$ cat src/rtl/fpadd_pkg.sv
// Shared definitions for the FP8 adder issue path.
// Holds FP8 field layout, operand-pair bundle and issue FSM states.
package fpadd_pkg;

    localparam int SIGN_BIT = 7;
    localparam int EXP_MSB  = 6;
    localparam int EXP_LSB  = 4;
    localparam int MAN_MSB  = 3;
    localparam int MAN_LSB  = 0;
    localparam int FP_W     = SIGN_BIT + 1;

    typedef enum logic [1:0] {
        IDLE,
        LOAD,
        START,
        WAIT
    } issue_state_t;

    typedef struct packed {
        logic                       sign;
        logic [EXP_MSB-EXP_LSB:0]   exp;
        logic [MAN_MSB-MAN_LSB:0]   man;
    } fp8_t;

    typedef struct packed {
        fp8_t a;
        fp8_t b;
    } opnd_pair_t;

endpackage

$ cat src/rtl/fpadd_opfifo.sv
// Operand-pair FIFO feeding the adder issue FSM.
// Flush clears pointers and count and wins over a same-cycle push.
module fpadd_opfifo
    import fpadd_pkg::*;
#(
    parameter int DEPTH = 4,
    parameter int CW    = $clog2(DEPTH + 1)
) (
    input  logic          clk,
    input  logic          clr,
    input  logic          push,
    input  logic          pop,
    input  logic          flush,
    input  opnd_pair_t    wdata,
    output opnd_pair_t    rdata,
    output logic [CW-1:0] count
);

    localparam int AW = $clog2(DEPTH);

    opnd_pair_t    mem [DEPTH];
    logic [AW-1:0] wr_ptr;
    logic [AW-1:0] rd_ptr;
    logic [CW-1:0] cnt_q;

    always_ff @(posedge clk or posedge clr) begin
        if (clr) begin
            wr_ptr <= '0;
            rd_ptr <= '0;
            cnt_q  <= '0;
        end else if (flush) begin
            wr_ptr <= '0;
            rd_ptr <= '0;
            cnt_q  <= '0;
        end else begin
            if (push)
                wr_ptr <= wr_ptr + AW'(1);
            if (pop)
                rd_ptr <= rd_ptr + AW'(1);
            unique case ({push, pop})
                2'b10:   cnt_q <= cnt_q + CW'(1);
                2'b01:   cnt_q <= cnt_q - CW'(1);
                default: cnt_q <= cnt_q;
            endcase
        end
    end

    // Storage needs no reset; pointers alone define what is valid.
    always_ff @(posedge clk) begin
        if (push && !flush)
            mem[wr_ptr] <= wdata;
    end

    assign rdata = mem[rd_ptr];
    assign count = cnt_q;

endmodule

$ cat src/rtl/fpadd_issue.sv
// Issue stage in front of the FP8 adder: queues operand pairs and
// sequences LOAD/START/WAIT with a fixed latency since the adder has no done.
module fpadd_issue
    import fpadd_pkg::*;
#(
    parameter int DEPTH       = 4,
    parameter int ADD_LATENCY = 8
) (
    input  logic                         clk,
    input  logic                         clr,
    input  logic                         in_valid,
    input  logic [FP_W-1:0]              in_a,
    input  logic [FP_W-1:0]              in_b,
    output logic                         in_ready,
    input  logic                         flush,
    output logic [FP_W-1:0]              a,
    output logic [FP_W-1:0]              b,
    output logic                         start,
    output logic                         busy,
    output logic                         op_done,
    output logic [$clog2(DEPTH+1)-1:0]   count
);

    localparam int CW = $clog2(DEPTH + 1);
    localparam int LW = $clog2(ADD_LATENCY + 1);

    issue_state_t  state;
    issue_state_t  next_state;
    logic [LW-1:0] cnt_q;
    logic [LW-1:0] cnt_d;
    logic          push;
    logic          pop;
    logic          have_pair;
    logic          start_d;
    logic          op_done_d;
    logic          start_q;
    logic          op_done_q;
    logic [FP_W-1:0] a_q;
    logic [FP_W-1:0] b_q;
    opnd_pair_t    head;
    logic [CW-1:0] fifo_count;

    assign in_ready  = (fifo_count != CW'(DEPTH));
    assign push      = in_valid && in_ready && !flush;
    // A flush this cycle empties the queue, so nothing is available to pop.
    assign have_pair = (fifo_count != '0) && !flush;

    fpadd_opfifo #(
        .DEPTH (DEPTH),
        .CW    (CW)
    ) u_opfifo (
        .clk   (clk),
        .clr   (clr),
        .push  (push),
        .pop   (pop),
        .flush (flush),
        .wdata (opnd_pair_t'({in_a, in_b})),
        .rdata (head),
        .count (fifo_count)
    );

    always_ff @(posedge clk or posedge clr) begin
        if (clr)
            state <= IDLE;
        else
            state <= next_state;
    end

    always_comb begin
        next_state = state;
        unique case (state)
            IDLE:    if (have_pair) next_state = LOAD;
            LOAD:    next_state = START;
            START:   next_state = WAIT;
            WAIT:    if (cnt_q == '0)
                         next_state = have_pair ? LOAD : IDLE;
            default: next_state = IDLE;
        endcase
    end

    always_comb begin
        pop   = (next_state == LOAD);
        cnt_d = cnt_q;
        unique case (1'b1)
            (state == START):
                cnt_d = LW'(ADD_LATENCY - 1);
            (state == WAIT && cnt_q != '0):
                cnt_d = cnt_q - LW'(1);
            default:
                cnt_d = cnt_q;
        endcase
        start_d   = (next_state == START);
        op_done_d = (next_state == WAIT) && (cnt_d == '0);
    end

    always_ff @(posedge clk or posedge clr) begin
        if (clr) begin
            cnt_q     <= '0;
            start_q   <= 1'b0;
            op_done_q <= 1'b0;
            a_q       <= '0;
            b_q       <= '0;
        end else begin
            cnt_q     <= cnt_d;
            start_q   <= start_d;
            op_done_q <= op_done_d;
            if (pop) begin
                a_q <= head.a;
                b_q <= head.b;
            end
        end
    end

    assign a       = a_q;
    assign b       = b_q;
    assign start   = start_q;
    assign op_done = op_done_q;
    assign busy    = (state != IDLE);
    assign count   = fifo_count;

endmodule

$ cat config.mk
export PLATFORM = sky130hd
export DESIGN_NAME = fpadd_issue
export DESIGN_NICKNAME = d
export VERILOG_FILES = /design/src/rtl/fpadd_pkg.sv /design/src/rtl/fpadd_opfifo.sv /design/src/rtl/fpadd_issue.sv
export SDC_FILE = /design/constraint.sdc
export NUM_CORES = 1
export LEC_CHECK = 0
export ABC_AREA = 0
export BUFFER_PORTS_ARGS = -buffer_cell sky130_fd_sc_hd__buf_2
export CAP_MARGIN = 10
export CORE_MARGIN = 10
export CORE_UTILIZATION = 33
export DETAILED_ROUTE_END_ITERATION = 6
export HOLD_SLACK_MARGIN = 0.08
export PLACE_DENSITY = 0.5
export SYNTH_ARGS = -nofsm -noshare
export SYNTH_HDL_FRONTEND = slang
export SYNTH_SLANG_ARGS = --single-unit
$ cat constraint.sdc
create_clock -name clk -period 3.5 [get_ports clk]
set_input_delay 0.875 -clock clk [delete_from_list [all_inputs] [get_ports clk]]
set_output_delay 0.875 -clock clk [all_outputs]
set_load 0.03 [all_outputs]
== After elaboration in Yosys (flattened, before gate mapping) ==
Memories as Yosys holds them, arrays and structs flattened. A register that Yosys moved wholly into a read port is not among the register bits.
Cells that the tools add are included.

* Output and inout port bits: 23
* Bits in writable memories: 64
* Logic and storage cells: 51
* Flip-flop bits (word level): 15
* Bits of input ports: 20
* Memories: 1

{| class="wikitable"
|+ Memories
! name !! depth !! bits a word !! read ports !! clocked after memory_dff !! write ports !! line !! source
|-
| u_opfifo.mem || 4 || 16 || 1 || 1 || 1 || fpadd_opfifo.sv:21 || <nowiki>opnd_pair_t mem [DEPTH];</nowiki>
|}

* Multiplexer cells: 13
* Add/subtract/negate cells: 5
* Eq/ne operators: 9
* Reductions and logical operators: 16

{| class="wikitable"
|+ Operator list
! operator !! number
|-
| 2-bit 2-to-1 mux || 6
|-
| 2-bit equality test (second input constant) || 5
|-
| 4-bit zero test || 2
|-
| 2-bit case mux with 4 select lines || 1
|-
| 4-bit case mux with 2 select lines || 1
|-
| 2-bit by 1-bit equality test with 1-bit output (second input constant) || 3
|-
| 1-bit logical AND || 6
|-
| 3-bit case mux with 2 select lines || 1
|-
| 2-bit nonzero test || 3
|-
| 3-bit nonzero test || 2
|-
| 2-bit by 1-bit adder with 2-bit output (second input constant) || 2
|-
| 4-bit nonzero test || 1
|-
| 4-bit by 1-bit subtractor with 4-bit output (second input constant) || 1
|-
| 3-bit by 1-bit adder with 3-bit output (second input constant) || 1
|-
| 1-bit 2-to-1 mux || 3
|-
| 3-bit 2-to-1 mux || 1
|-
| 3-bit inequality test (second input constant) || 1
|-
| 3-bit by 1-bit subtractor with 3-bit output (second input constant) || 1
|-
| 2-bit zero test || 1
|-
| 1-bit zero test || 1
|}

== Longest topological paths before layout ==
* Depth in word-level cells: 9
* Mapped depth: 12
* Mapped depth without buffers: 11

== Modules after synthesis ==
Synthesis repeated with hierarchy kept, for this count alone.

* Cell total of the unflattened synthesis: 207
* Area, all modules: 3,866.2 µm²

{| class="wikitable"
|+ Modules (own cells, without submodules)
! module !! cells an instance !! seq. area each (µm²) !! area an instance (µm²) !! times used
|-
| fpadd_opfifo || 126 || 2,097.0 || 2,780.2 || 1
|-
| fpadd_issue || 81 || 600.6 || 1,086.0 || 1
|}

== Least setup slack after synthesis ==
No wires, ideal clock.

* Kind: input -> register
* From: input port in_valid
* To: register u_opfifo.cnt_q[2], in the netlist u_opfifo.count[2]
* Path slack: 0.713 ns
* Arrival: 2.660 ns
* Data required time: 3.373 ns
* Stages: 8
* Buffers on the path: 1
* Cell sequence: clkbuf_1 a21boi_1 nor2_1 fa_1 nand2_1 mux2_2 nor3_1 a311o_2

* Word-level cells in the longest chain between the ends: 5

{| class="wikitable"
|+ Ends and longest elaborated chain
! element !! line !! source
|-
| start, declared || fpadd_issue.sv:11 || <nowiki>input logic in_valid,</nowiki>
|-
| 1-bit logical AND * (2 in a row) || fpadd_issue.sv:44 || <nowiki>assign push = in_valid && in_ready && !flush;</nowiki>
|-
| 2-bit by 1-bit equality test with 1-bit output or 2-bit equality test (tied branches) || fpadd_opfifo.sv:40 || <nowiki>unique case ({push, pop})</nowiki>
|-
| 3-bit case mux with 2 select lines || fpadd_opfifo.sv:40 ||
|-
| 3-bit 2-to-1 mux || fpadd_opfifo.sv:31 || <nowiki>end else if (flush) begin</nowiki>
|-
| end signal, assigned || fpadd_opfifo.sv:41 || <nowiki>2'b10: cnt_q <= cnt_q + CW'(1);</nowiki>
|-
| end signal, assigned || fpadd_opfifo.sv:42 || <nowiki>2'b01: cnt_q <= cnt_q - CW'(1);</nowiki>
|-
| end signal, assigned || fpadd_opfifo.sv:43 || <nowiki>default: cnt_q <= cnt_q;</nowiki>
|-
| end, declared || fpadd_opfifo.sv:24 || <nowiki>logic [CW-1:0] cnt_q;</nowiki>
|}

Every way passes the cells marked *; elsewhere a longest branch is shown, timed or not.
A chain may end at the register's enable or synchronous reset.

== Worst setup path in the final report ==
* From: register cnt_q[0]
* To: register u_opfifo.cnt_q[2], in the netlist u_opfifo.count[2]

* Word-level cells in the longest chain between the ends: 7

{| class="wikitable"
|+ Ends and longest elaborated chain
! element !! line !! source
|-
| start, declared || fpadd_issue.sv:29 || <nowiki>logic [LW-1:0] cnt_q;</nowiki>
|-
| start signal, assigned || fpadd_issue.sv:104 || <nowiki>cnt_q <= cnt_d;</nowiki>
|-
| 4-bit zero test * || fpadd_issue.sv:75 || <nowiki>WAIT: if (cnt_q == '0)</nowiki>
|-
| 2-bit 2-to-1 mux * || fpadd_issue.sv:75 ||
|-
| 2-bit case mux with 4 select lines * || fpadd_issue.sv:71 || <nowiki>unique case (state)</nowiki>
|-
| 2-bit by 1-bit equality test with 1-bit output * || fpadd_issue.sv:82 || <nowiki>pop = (next_state == LOAD);</nowiki>
|-
| 2-bit by 1-bit equality test with 1-bit output or 2-bit equality test (tied branches) || fpadd_opfifo.sv:40 ||
|-
| 3-bit case mux with 2 select lines || fpadd_opfifo.sv:40 ||
|-
| 3-bit 2-to-1 mux || fpadd_opfifo.sv:31 ||
|}

Marked as above.

==> results.json <==
{
  "synthesis.area_um2": 3825,
  "num_vias": 2010,
  "yosys.area.top_type_share_pct": 50.25,
  "peakVddDrop_uv": 394.2,
  "finalSetupViolations": 0,
  "cp-end-kind": "flop",
  "die_w_um": 127.7,
  "slew_headroom_pct": 41.13,
  "p_int_w": 0.002211,
  "drt_iter0_drc": 104,
  "critPathKind": "reg -> reg",
  "dr.pass1.iters": 4,
  "fin_crit_sh_pct": 73.70,
  "worstPathMaxFanout": 8,
  "grt_first_pass_wirelength_mm": 11.62,
  "cts_setup_buffers": 0,
  "grt_usage_pct": 9.295,
  "place_ws_ps": 905.7,
  "vias_per_cell": 4.797,
  "synth_nets": 247,
  "p_leak_nw": 1.762,
  "grt_max_degree": 32,
  "ys_ff_latch": 95,
  "setup_tns_ps": 0,
  "pwr-share-seq_pct": 46.4,
  "cts_root_buf": "clkbuf_16",
  "cts_buffers": 9,
  "fin_nets": 298,
  "comb_power_share_pct": 22.1,
  "die_area_um2": 16300,
  "synth_cell_types": 39,
  "area_delta_synth_final_pct": 18.71,
  "hold_viol": 0,
  "power.switching_w": 0.0009523,
  "first_global_vias": 2139,
  "place.gp.congestion": 0.7461,
  "synth-seq-area-share_pct": 70.53,
  "hold_class": "reg -> reg",
  "crit_arrival_ps": 2800,
  "synthCells": 220,
  "final_max_slew_viol_count": 0,
  "h-tree-depth": 3,
  "wirelength_mm": 7.422,
  "final_cells": 419,
  "portBuffers": 42,
  "dp_cells": 403,
  "yosysTopAreaCell": "edfxtp_1",
  "grt_overflow": 0,
  "synth_area_leaders": "edfxtp_1 (50%), dfrtp_1 (20%), mux4_2 (9.4%)",
  "p_total_w": 0.003164,
  "clkPwrFrac_pct": 31.5,
  "crit_required_ps": 3720,
  "io-pin-count": 43,
  "crit_path_start_kind": "flop",
  "powerDensity_nw_per_um2": 696.8,
  "clk_pin_slew_worst_paths_ps": 70,
  "ant_nets": 0,
  "outcome": "finished, final reports clean",
  "switching_share_pct": 30.10,
  "num_rows": 39,
  "syn_avg_cell_area_um2": 17.39,
  "setup_ws_ps": 920.6,
  "die_height_um": 127.7,
  "cap_violations": 0,
  "final_util_pct": 39.94,
  "finalClockSkew_ps": 10.45,
  "clockBufferDepth": 2,
  "drive_gt1_share_pct": 38.77,
  "cts_tree": "yes",
  "yosysWarningCount": 0,
  "holdBufCountCts": 0,
  "start_util_pct": 33.64,
  "diodes": 0,
  "post-route-min-period_ps": 2579,
  "ctsResizeCount": 0,
  "antenna_found_initial": 0,
  "dp.final_hpwl_mm": 4.634,
  "fmax_mhz": 387.7,
  "avgRoutedWirePerCell_um": 17.71,
  "rsz0062_at_grt": "no",
  "coreArea_um2": 11370,
  "drc": 0,
  "cts_sinks": 95,
  "worst-slew-pin-transition_ps": 883.1,
  "clk_latency_ps": 340
}
## metrics by stage
stage / hold WS (ps) / cell area, um^2
3_5_place_dp: 495.2 / 4234
2_1_floorplan: 516.7 / 3825
4_1_cts: 513.0 / 4541
3_3_place_gp: 488.9 / 4234
5_1_grt: 516.3 / 4541
6_report: 506.3 / 4541
## power by group through the flow
| stage | Combinational [W] | Sequential (W) | Clock, W |
|---|---|---|---|
| floorplan | 0.000325 | 0.00166 | 0 |
| global placement | 0.000708 | 0.00149 | 0 |
| detailed placement | 0.000712 | 0.00149 | 0 |
| CTS | 0.000714 | 0.00147 | 0.00103 |
| global route | 0.000768 | 0.00149 | 0.00106 |
| finish | 0.000700 | 0.00147 | 0.000996 |
## metal layers
| layer | vias up | GRT usage, % | routed length (um) | part of all wire (%) |
|---|---|---|---|---|
| met5 | - | 0 | 0 | 0 |
| met4 | 0 | 3.179 | 79 | 1.1 |
| met3 | 6 | 3.060 | 301 | 4.1 |
| met2 | 40 | 14.90 | 3628 | 49 |
| met1 | 1027 | 11.55 | 3413 | 46 |
| li1 | 937 | - | - | - |
## cells by family after synthesis
logic type | after synthesis | synth area share, %
DFF | 95 | 70.53
and+or+nand+nor | 43 | 5.725
muxes | 34 | 14.69
AOI/OAI and AO/OA | 19 | 3.828
buffers and inverters | 18 | 1.832
adders and majority gates | 7 | 2.486
xor gates and xnor gates | 4 | 0.9161
## cells in the final DEF, fill, tap and decap left out, types with 2 or more instances in the layout
cell and count:
edfxtp_1 64, buf_2 42, dfrtp_1 31, mux2_2 17
mux4_2 16, nand2_1 11, nor2_1 10, clkbuf_16 9
buf_4 8, inv_1 7, o21ai_0 6, ha_1 6
nand3_1 5, a21oi_1 4, and3_1 4, nor3_1 3
xnor2_1 2, a22o_1 2, xor2_1 2
## flip-flops by register name (all words and copies together), names as in the netlist
| signal | cells |
|---|---|
| a | 8 |
| b | 8 |
| cnt_q | 4 |
| op_done | 1 |
| start | 1 |
| state | 2 |
| u_opfifo.count | 3 |
| u_opfifo.mem | 64 |
| u_opfifo.rd_ptr | 2 |
| u_opfifo.wr_ptr | 2 |
## worst max-delay path: stages, from the launching register on
cell     delay, ps
dfrtp_1        420
inv_1          100
ha_1           180
or3b_4         430
o21ai_4        280
nand2_1        120
nor2_1         150
fa_1           280
mux2_2         180
nor3_1          40
a311o_2        320
## cell usage after synthesis
master and n:
edfxtp_1 64, dfrtp_1 31, mux2_2 17, mux4_2 16
nand2_1 11, nor2_1 10, clkbuf_1 7, inv_1 7
ha_1 6, o21ai_0 6, nand3_1 5, a21oi_1 4
and3_1 4, nor3_1 3, a22o_1 2, buf_2 2
xnor2_1 2, xor2_1 2, a2111oi_2 1, a211o_2 1
a21boi_1 1, a311o_2 1, a32o_1 1, a41oi_1 1
and2b_2 1, buf_1 1, fa_1 1, inv_2 1
mux2i_1 1, nand2b_1 1, nand4_1 1, nor2b_1 1
nor4_1 1, nor4b_1 1, o21ai_4 1, or2_2 1
or3_1 1, or3b_2 1, or3b_4 1
## worst paths after layout
| kind | start | to | slack [ps] | cells after the start |
|---|---|---|---|---|
| setup / recovery | cnt_q[0]$_DFF_PP0_ | u_opfifo.count[2]$_DFFE_PP0P_ | 920 | 10 |
| hold / removal | b[1]$_DFFE_PP0N_ | b[1]$_DFFE_PP0N_ | 510 | 1 |
| setup reg to reg | cnt_q[0]$_DFF_PP0_ | u_opfifo.count[2]$_DFFE_PP0P_ | 920 | 10 |
| hold reg to reg | b[1]$_DFFE_PP0N_ | b[1]$_DFFE_PP0N_ | 510 | 1 |
| max in group asynchronous | clr | a[3]$_DFFE_PP0N_ | 2560 | 3 |
| min in group asynchronous | clr | cnt_q[2]$_DFF_PP0_ | 630 | 3 |
## area by class of cell
type	instances	area [um^2]
sequential	95	2698
multi-input combinational	107	1057
tap	143	178.9
clock buffer	11	242.7
inverter	8	30.03
timing repair buffer	50	270.3
fill	1056	6829
clock inverter	5	63.81
Power figures use the tool's default switching activity.
